$ cat src/rtl/trap_redirect_controller_pkg.sv
// Shared constants and encodings for the trap/mret redirect controller.
// Optional feature macro used by this block: TRAP_COUNTER_EN.
`ifndef XLEN_32b
`define XLEN_32b 1
`endif
`ifndef XLEN_64b
`define XLEN_64b 2
`endif

package trap_redirect_controller_pkg;

  localparam logic [3:0] NO_EXC = 4'hF;

  localparam logic [3:0] CAUSE_INSTR_MISALIGNED = 4'd0;
  localparam logic [3:0] CAUSE_ILLEGAL          = 4'd2;
  localparam logic [3:0] CAUSE_LOAD_MISALIGNED  = 4'd4;
  localparam logic [3:0] CAUSE_STORE_MISALIGNED = 4'd6;
  localparam logic [3:0] CAUSE_ECALL_M          = 4'd11;

  typedef enum logic [1:0] {
    IDLE     = 2'd0,
    COMMIT   = 2'd1,
    REDIRECT = 2'd2
  } state_e;

  typedef enum logic {
    KIND_TRAP = 1'b0,
    KIND_MRET = 1'b1
  } kind_e;

  typedef enum logic {
    SLOT_F = 1'b0,
    SLOT_M = 1'b1
  } slot_e;

  // Bit positions inside the arbiter's winner one-hot.
  localparam int WIN_F    = 0;
  localparam int WIN_MRET = 1;
  localparam int WIN_M    = 2;

  function automatic int xlen_width(input int xlen);
    return 1 << (xlen + 4);
  endfunction

endpackage

$ cat src/rtl/trap_redirect_controller_if.sv
// Redirect handshake between the trap controller (master) and fetch (slave).
interface trap_redirect_controller_if #(
  parameter int W = 64
) ();

  logic         o_redirect_valid;
  logic [W-1:0] o_redirect_pc;
  logic         i_redirect_ready;

  modport master (
    output o_redirect_valid,
    output o_redirect_pc,
    input  i_redirect_ready
  );

  modport slave (
    input  o_redirect_valid,
    input  o_redirect_pc,
    output i_redirect_ready
  );

endinterface

$ cat src/rtl/trap_redirect_controller_arbiter.sv
// Age-ordered priority select of E/M exception, mret and fetch exception.
// The oldest instruction wins; the losers are squashed by the later flush.
module trap_arbiter
  import trap_redirect_controller_pkg::*;
#(
  parameter int W = 64
) (
  input  logic         exc_valid_f_i,
  input  logic [3:0]   exc_code_f_i,
  input  logic [W-1:0] exc_pc_f_i,
  input  logic         exc_valid_m_i,
  input  logic [3:0]   exc_code_m_i,
  input  logic [W-1:0] exc_pc_m_i,
  input  logic [W-1:0] exc_addr_m_i,
  input  logic         mret_i,
  output logic [2:0]   win_o,
  output logic [3:0]   code_o,
  output logic [W-1:0] pc_o,
  output logic [W-1:0] addr_o
);

  always_comb begin
    // NOTE: every output gets a default before the priority chain, so no path leaves a value unassigned and no latch is inferred.
    win_o  = '0;
    code_o = NO_EXC;
    pc_o   = '0;
    addr_o = '0;
    if (exc_valid_m_i) begin
      win_o[WIN_M] = 1'b1;
      code_o       = exc_code_m_i;
      pc_o         = exc_pc_m_i;
      addr_o       = exc_addr_m_i;
    end else if (mret_i) begin
      win_o[WIN_MRET] = 1'b1;
    end else if (exc_valid_f_i) begin
      win_o[WIN_F] = 1'b1;
      code_o       = exc_code_f_i;
      pc_o         = exc_pc_f_i;
    end
  end

endmodule

$ cat src/rtl/trap_redirect_controller.sv
// Trap/mret controller: arbitrates, commits one CSR strobe, flushes, redirects fetch.
// Optional trap counter enabled by defining TRAP_COUNTER_EN.
module trap_redirect_controller
  import trap_redirect_controller_pkg::*;
#(
  parameter  int XLEN = `XLEN_64b,
  localparam int W    = xlen_width(XLEN)
) (
  input  logic         i_clk,
  input  logic         i_rst,
  input  logic         i_clk_en,
  input  logic         i_exc_valid_f,
  input  logic [3:0]   i_exc_code_f,
  input  logic [W-1:0] i_exc_pc_f,
  input  logic         i_exc_valid_m,
  input  logic [3:0]   i_exc_code_m,
  input  logic [W-1:0] i_exc_pc_m,
  input  logic [W-1:0] i_exc_addr_m,
  input  logic         i_mret_e,
  input  logic [W-1:0] i_mepc,
  input  logic [W-1:0] i_mtvec,
  trap_redirect_controller_if.master redir,
  output logic [3:0]   o_exception_code_f_d_ff,
  output logic [W-1:0] o_exception_pc_f_d_ff,
  output logic [3:0]   o_exception_code_e_m_ff,
  output logic [W-1:0] o_exception_pc_e_m_ff,
  output logic [W-1:0] o_exception_addr_e_m_ff,
  output logic         o_mret_e,
  output logic         o_flush,
  output logic         o_stall_f
`ifdef TRAP_COUNTER_EN
  ,
  output logic [63:0]  o_trap_count
`endif
);

  state_e       state_q, state_d;
  kind_e        kind_q, kind_d;
  slot_e        slot_q, slot_d;
  logic [3:0]   f_code_q, f_code_d;
  logic [W-1:0] f_pc_q, f_pc_d;
  logic [3:0]   m_code_q, m_code_d;
  logic [W-1:0] m_pc_q, m_pc_d;
  logic [W-1:0] m_addr_q, m_addr_d;

  logic [2:0]   win;
  logic [3:0]   sel_code;
  logic [W-1:0] sel_pc;
  logic [W-1:0] sel_addr;
  logic         redirect_valid;
  logic [W-1:0] redirect_pc;
  logic         unused_mtvec_lsb;

  assign unused_mtvec_lsb = ^i_mtvec[1:0];

  trap_arbiter #(.W(W)) u_arbiter (
    .exc_valid_f_i (i_exc_valid_f),
    .exc_code_f_i  (i_exc_code_f),
    .exc_pc_f_i    (i_exc_pc_f),
    .exc_valid_m_i (i_exc_valid_m),
    .exc_code_m_i  (i_exc_code_m),
    .exc_pc_m_i    (i_exc_pc_m),
    .exc_addr_m_i  (i_exc_addr_m),
    .mret_i        (i_mret_e),
    .win_o         (win),
    .code_o        (sel_code),
    .pc_o          (sel_pc),
    .addr_o        (sel_addr)
  );

  always_ff @(posedge i_clk) begin
    // NOTE: sequential state uses non-blocking assignments so every register samples the pre-edge values.
    if (i_rst) begin
      state_q <= IDLE;
      kind_q  <= KIND_TRAP;
      slot_q  <= SLOT_F;
    end else begin
      state_q <= state_d;
      kind_q  <= kind_d;
      slot_q  <= slot_d;
    end
  end

  // NOTE: the payload registers carry no reset; they are only observed in COMMIT, which always follows a load.
  always_ff @(posedge i_clk) begin
    f_code_q <= f_code_d;
    f_pc_q   <= f_pc_d;
    m_code_q <= m_code_d;
    m_pc_q   <= m_pc_d;
    m_addr_q <= m_addr_d;
  end

  always_comb begin
    state_d  = state_q;
    kind_d   = kind_q;
    slot_d   = slot_q;
    f_code_d = f_code_q;
    f_pc_d   = f_pc_q;
    m_code_d = m_code_q;
    m_pc_d   = m_pc_q;
    m_addr_d = m_addr_q;
    if (i_clk_en) begin
      case (state_q)
        IDLE: begin
          if (|win) begin
            state_d = COMMIT;
            kind_d  = win[WIN_MRET] ? KIND_MRET : KIND_TRAP;
            slot_d  = win[WIN_M] ? SLOT_M : SLOT_F;
            if (win[WIN_M]) begin
              m_code_d = sel_code;
              m_pc_d   = sel_pc;
              m_addr_d = sel_addr;
            end
            if (win[WIN_F]) begin
              f_code_d = sel_code;
              f_pc_d   = sel_pc;
            end
          end
        end
        COMMIT:   state_d = REDIRECT;
        REDIRECT: if (redir.i_redirect_ready) state_d = IDLE;
        default:  state_d = IDLE;
      endcase
    end
  end

  // Outputs decode from registered state, so a frozen clock enable freezes them too.
  always_comb begin
    o_exception_code_f_d_ff = NO_EXC;
    o_exception_pc_f_d_ff   = '0;
    o_exception_code_e_m_ff = NO_EXC;
    o_exception_pc_e_m_ff   = '0;
    o_exception_addr_e_m_ff = '0;
    o_mret_e                = 1'b0;
    o_flush                 = 1'b0;
    o_stall_f               = 1'b0;
    redirect_valid          = 1'b0;
    redirect_pc             = '0;
    case (state_q)
      COMMIT: begin
        o_flush   = 1'b1;
        o_stall_f = 1'b1;
        if (kind_q == KIND_MRET) begin
          o_mret_e = 1'b1;
        end else if (slot_q == SLOT_M) begin
          o_exception_code_e_m_ff = m_code_q;
          o_exception_pc_e_m_ff   = m_pc_q;
          o_exception_addr_e_m_ff = m_addr_q;
        end else begin
          o_exception_code_f_d_ff = f_code_q;
          o_exception_pc_f_d_ff   = f_pc_q;
        end
      end
      REDIRECT: begin
        o_flush        = 1'b1;
        o_stall_f      = 1'b1;
        redirect_valid = 1'b1;
        // mtvec/mepc are read live so the value committed in COMMIT is already visible.
        redirect_pc    = (kind_q == KIND_TRAP) ? {i_mtvec[W-1:2], 2'b00} : i_mepc;
      end
      default: ;
    endcase
  end

  assign redir.o_redirect_valid = redirect_valid;
  assign redir.o_redirect_pc    = redirect_pc;

`ifdef TRAP_COUNTER_EN
  logic [63:0] trap_count_q, trap_count_d;

  always_comb begin
    trap_count_d = trap_count_q;
    if (i_clk_en && state_q == COMMIT && kind_q == KIND_TRAP && !(&trap_count_q))
      trap_count_d = trap_count_q + 64'd1;
  end

  always_ff @(posedge i_clk) begin
    if (i_rst) trap_count_q <= '0;
    else       trap_count_q <= trap_count_d;
  end

  assign o_trap_count = trap_count_q;
`endif

endmodule

$ cat src/flat_wrapper.sv
// flat-port wrapper written by rule: the top's interface ports become plain ports
module trap_redirect_controller_flat import trap_redirect_controller_pkg::*;
#(
  parameter  int XLEN = `XLEN_64b,
  localparam int W    = xlen_width(XLEN)
)
  (i_clk, i_rst, i_clk_en, i_exc_valid_f, i_exc_code_f, i_exc_pc_f, i_exc_valid_m, i_exc_code_m, i_exc_pc_m, i_exc_addr_m, i_mret_e, i_mepc, i_mtvec, o_exception_code_f_d_ff, o_exception_pc_f_d_ff, o_exception_code_e_m_ff, o_exception_pc_e_m_ff, o_exception_addr_e_m_ff, o_mret_e, o_flush, o_stall_f, redir_o_redirect_valid, redir_o_redirect_pc, redir_i_redirect_ready);
  trap_redirect_controller_if #(.W((1 << (`XLEN_64b + 4)))) redir_i ();
  input  logic i_clk;
  input  logic i_rst;
  input  logic i_clk_en;
  input  logic i_exc_valid_f;
  input  logic [3:0] i_exc_code_f;
  input  logic [W-1:0] i_exc_pc_f;
  input  logic i_exc_valid_m;
  input  logic [3:0] i_exc_code_m;
  input  logic [W-1:0] i_exc_pc_m;
  input  logic [W-1:0] i_exc_addr_m;
  input  logic i_mret_e;
  input  logic [W-1:0] i_mepc;
  input  logic [W-1:0] i_mtvec;
  output logic [3:0] o_exception_code_f_d_ff;
  output logic [W-1:0] o_exception_pc_f_d_ff;
  output logic [3:0] o_exception_code_e_m_ff;
  output logic [W-1:0] o_exception_pc_e_m_ff;
  output logic [W-1:0] o_exception_addr_e_m_ff;
  output logic o_mret_e;
  output logic o_flush;
  output logic o_stall_f;
  output wire logic [$bits(redir_i.o_redirect_valid)-1:0] redir_o_redirect_valid;
  output wire logic [$bits(redir_i.o_redirect_pc)-1:0] redir_o_redirect_pc;
  input wire logic [$bits(redir_i.i_redirect_ready)-1:0] redir_i_redirect_ready;
  assign redir_o_redirect_valid = redir_i.o_redirect_valid;
  assign redir_o_redirect_pc = redir_i.o_redirect_pc;
  assign redir_i.i_redirect_ready = redir_i_redirect_ready;
  trap_redirect_controller #(.XLEN(XLEN)) u_core (.i_clk(i_clk), .i_rst(i_rst), .i_clk_en(i_clk_en), .i_exc_valid_f(i_exc_valid_f), .i_exc_code_f(i_exc_code_f), .i_exc_pc_f(i_exc_pc_f), .i_exc_valid_m(i_exc_valid_m), .i_exc_code_m(i_exc_code_m), .i_exc_pc_m(i_exc_pc_m), .i_exc_addr_m(i_exc_addr_m), .i_mret_e(i_mret_e), .i_mepc(i_mepc), .i_mtvec(i_mtvec), .redir(redir_i), .o_exception_code_f_d_ff(o_exception_code_f_d_ff), .o_exception_pc_f_d_ff(o_exception_pc_f_d_ff), .o_exception_code_e_m_ff(o_exception_code_e_m_ff), .o_exception_pc_e_m_ff(o_exception_pc_e_m_ff), .o_exception_addr_e_m_ff(o_exception_addr_e_m_ff), .o_mret_e(o_mret_e), .o_flush(o_flush), .o_stall_f(o_stall_f));
endmodule
$ cat config.mk
export PLATFORM = sky130hd
export DESIGN_NAME = trap_redirect_controller_flat
export DESIGN_NICKNAME = d
export VERILOG_FILES = /design/src/rtl/trap_redirect_controller_pkg.sv /design/src/rtl/trap_redirect_controller_if.sv /design/src/rtl/trap_redirect_controller_arbiter.sv /design/src/rtl/trap_redirect_controller.sv /design/src/flat_wrapper.sv
export SDC_FILE = /design/constraint.sdc
export NUM_CORES = 1
export LEC_CHECK = 0
export ABC_CLOCK_PERIOD_IN_PS = 5200
export CAP_MARGIN = 20
export CORE_AREA = 5 5 230 232
export DETAILED_ROUTE_END_ITERATION = 10
export DIE_AREA = 0 0 235 237
export PLACE_DENSITY = 0.49
export SLEW_MARGIN = 20
export SYNTH_ARGS = -nofsm -noshare
export SYNTH_HDL_FRONTEND = slang
export SYNTH_HIERARCHICAL = 1
export SYNTH_SLANG_ARGS = --single-unit
$ cat constraint.sdc
create_clock -name i_clk -period 5.2 [get_ports i_clk]
set_input_delay 1.04 -clock i_clk [delete_from_list [all_inputs] [get_ports i_clk]]
set_output_delay 1.04 -clock i_clk [all_outputs]
set_load 0.01 [all_outputs]
==> impl_metrics.py <==
metrics = {
    "global_route": {
        "grt_pass1_vias": 8861,
        "overflow": 0,
        "grt_max_degree": 119,
        "grt_first_pass_wirelength_microns": 60100,
        "grt.total_usage_pct": 14.0,
        "antenna_found_initial": 6,
    },
    "placement": {
        "portBuffers": 600,
        "dp_hpwl_microns": 31000,
        "post-place-ws_ns": 1.52,
        "gp_congestion": 0.808,
        "dpl-instance-area_sq_um": 17000,
    },
    "worst_setup_path": {
        "rr_worst_depth": 4,
        "arrival_ns": 3.10,
        "required_ns": 4.16,
        "regToRegSetupSlack_ns": 3.02,
        "crit_fanout": 75,
        "crit_path_start_kind": "register",
        "cp-end-kind": "primary output",
        "path_class": "register to primary output",
        "r2r-start": "u_core/state_q[0]",
        "worstReg2RegEnd": "u_core/m_pc_q[61]",
    },
    "logic_synthesis": {
        "yosysWarnings": 6,
        "synthArstFlopShare_pct": 0,
        "synth_area_sq_um": 10400,
        "synthesis.nets": 1228,
        "synth.distinct_cells": 29,
        "yosysTopAreaCellShare_pct": 57.6,
        "synth_edf_count": 200,
        "syn_inst": 890,
        "ys.flop_type": "edfxtp_1",
        "synth_area_leader_cell": "edfxtp_1",
        "yosysSeqAreaShare_pct": 58.4,
        "avgSynthCellArea_sq_um": 11.7,
        "synth_area_leaders": "edfxtp_1 (58%), and2_1 (15%), mux2i_1 (6.0%)",
        "ys_ff_latch": 204,
    },
    "finish": {
        "mostFrequentLayoutCells": "clkdlybuf4s50_1 (599), and2_1 (257), edfxtp_1 (200), nand2b_1 (79), nand2_1 (65)",
        "final_cell_area_sq_um": 17800,
        "layout-drive-gt1-share_pct": 3.59,
        "synthToLayoutAreaGrowth_pct": 70.7,
        "multi_input_area_sq_um": 3900,
        "layout_commonest_cell": "clkdlybuf4s50_1",
        "antenna_cells": 0,
        "layout.nets": 1800,
        "seq_area_sq_um": 6090,
        "fill_cells": 5087,
    },
    "detailed_routing": {
        "ant_nets": 0,
        "via_per_inst": 3.92,
        "wire_per_inst_microns": 19.4,
        "via_count": 8446,
        "routed_wl_microns": 41900,
        "first_iter_violations": 280,
        "drc": 0,
        "first_pass_iters": 4,
    },
    "clock_tree": {
        "cts_hold_buf": 0,
        "clk_transition_reported_paths_ns": 0.06,
        "clk_latency_ns": 0.55,
        "post_cts.repair.setup_buffers": 0,
        "cts_buffers": 26,
        "cts.htree.levels": 1,
        "root_buffer": "clkbuf_16",
        "cts_buffer_depth": 3,
        "cts_sinks": 204,
        "cts_tree": "built",
        "cts_resized": 0,
    },
    "sta": {
        "final.setup.tns_ns": 0,
        "max_slew_margin_pct": 30.6,
        "finalHoldViolCount": 0,
        "period_minus_slack_ns": 4.14,
        "timing.final.ws_setup_ns": 1.06,
        "fin_crit_sh_pct": 79.7,
        "finalMaxSlewViolations": 0,
        "fin_skew_ns": 0.0191,
        "worst_pin_slew_ns": 1.04,
        "hold_ws_ns": 0.505,
        "rsz0062_at_grt": "no",
        "setup_viol": 0,
        "fmax_ghz": 0.241,
    },
    "worst_hold_path": {
        "min_path_type": "register to register",
        "hold_path_depth": 2,
        "worstHoldStart": "u_core/state_q[1]",
        "hold_path_end": "u_core/state_q[1]",
    },
    "pwr": {
        "powerDensity_nw_per_um2": 243,
        "p_leak_nw": 6.11,
        "peakVddDrop_uv": 208,
    },
    "floorplan": {
        "start_util_pct": 20.5,
        "ioPinCount": 603,
        "core_area_sq_um": 50800,
        "rows": 83,
        "die-area_sq_um": 55700,
        "die_h_microns": 237,
        "die_w_microns": 235,
    },
    "status": {
        "status": "complete, no violations",
    },
    "job": {
        "cap_violations": 0,
    },
}
[layout make-up]
type	count	area share (%)
Sequential cell	204	34.2
Multi-Input combinational cell	615	21.9
Inverter	3	0.0633
Clock inverter	16	0.752
Clock buffer	27	3.68
Tap cell	680	4.78
Timing Repair Buffer	612	34.6
[per-layer routing]
layer	part of all wire, %	up-vias	track usage [%]	routed length, microns
met5	0.11	-	0	48
li1	-	4132	-	-
met4	2.3	8	3.08	951
met1	42	3907	17.0	17500
met2	47	347	23.6	19900
met3	8.3	52	5.32	3490
[power breakdown]
group / total, W / internal [W] / switching, W
clock network: 0.00171 / 0.000999 / 0.000709
registers: 0.00191 / 0.00189 / 0.0000132
logic: 0.000708 / 0.000416 / 0.000292
total: 0.00432 / 0.00331 / 0.00101
[state kept, by name, summed over array words and instances (netlist names)]
name,count
u_core/m_addr_q,64
u_core/kind_q,1
u_core/state_q,2
u_core/slot_q,1
u_core/f_pc_q,64
u_core/f_code_q,4
u_core/m_pc_q,64
u_core/m_code_q,4
[through the flow]
step | power (W) | utilization, % | cells
floorplan | 0.00221 | - | 890
global placement | 0.00266 | 33.4 | 2113
detailed placement | 0.00266 | 33.4 | 2113
CTS | 0.00443 | 35.0 | 2156
global route | 0.00452 | 35.0 | 2157
finish | 0.00432 | 35.0 | 2157
[critical path: stages, from the launching register on]
cell,delay [ns]
dfxtp_1,0.32
inv_1,0.08
ha_1,0.23
and3b_4,0.70
buf_12,0.34
and2_1,0.19
clkdlybuf4s50_1,0.58
[synthesized netlist by cell type (2+ instances only)]
master    instances
o31a_1            4
buf_2             7
buf_4             8
o21ai_1          36
buf_6            18
o21ai_0          28
mux2i_1          63
ha_1              3
and2_1          257
dfxtp_1           4
nor2_1            2
clkbuf_2          7
nand2_1          65
edfxtp_1        200
and3_1            4
inv_1             3
clkbuf_1         28
nor2b_1          63
a21oi_1           2
nand2b_1         79
[cells by family after synthesis]
group	synth area share, %
mux	6.05
flops	58.4
buf+inv	4.31
fa+ha+maj	0.360
compound gates	3.80
simple gates	27.1
[how the worst max path moves through the flow]
stage / slack [ns] / depth (start not counted) / end / startpoint
2_1_floorplan: 0.47 / 2 / u_core/m_addr_q[0] / i_exc_valid_m
4_1_cts: 0.92 / 6 / o_exception_pc_e_m_ff[2] / u_core/state_q[1]
6_report: 1.06 / 6 / o_exception_pc_e_m_ff[2] / u_core/state_q[1]
3_3_place_gp: 1.56 / 6 / o_exception_pc_e_m_ff[2] / u_core/state_q[1]
3_5_place_dp: 1.52 / 6 / o_exception_pc_e_m_ff[2] / u_core/state_q[1]
5_1_grt: 0.77 / 6 / o_exception_pc_e_m_ff[2] / u_core/state_q[1]
Note: power is estimated with default switching activity, not from simulation.
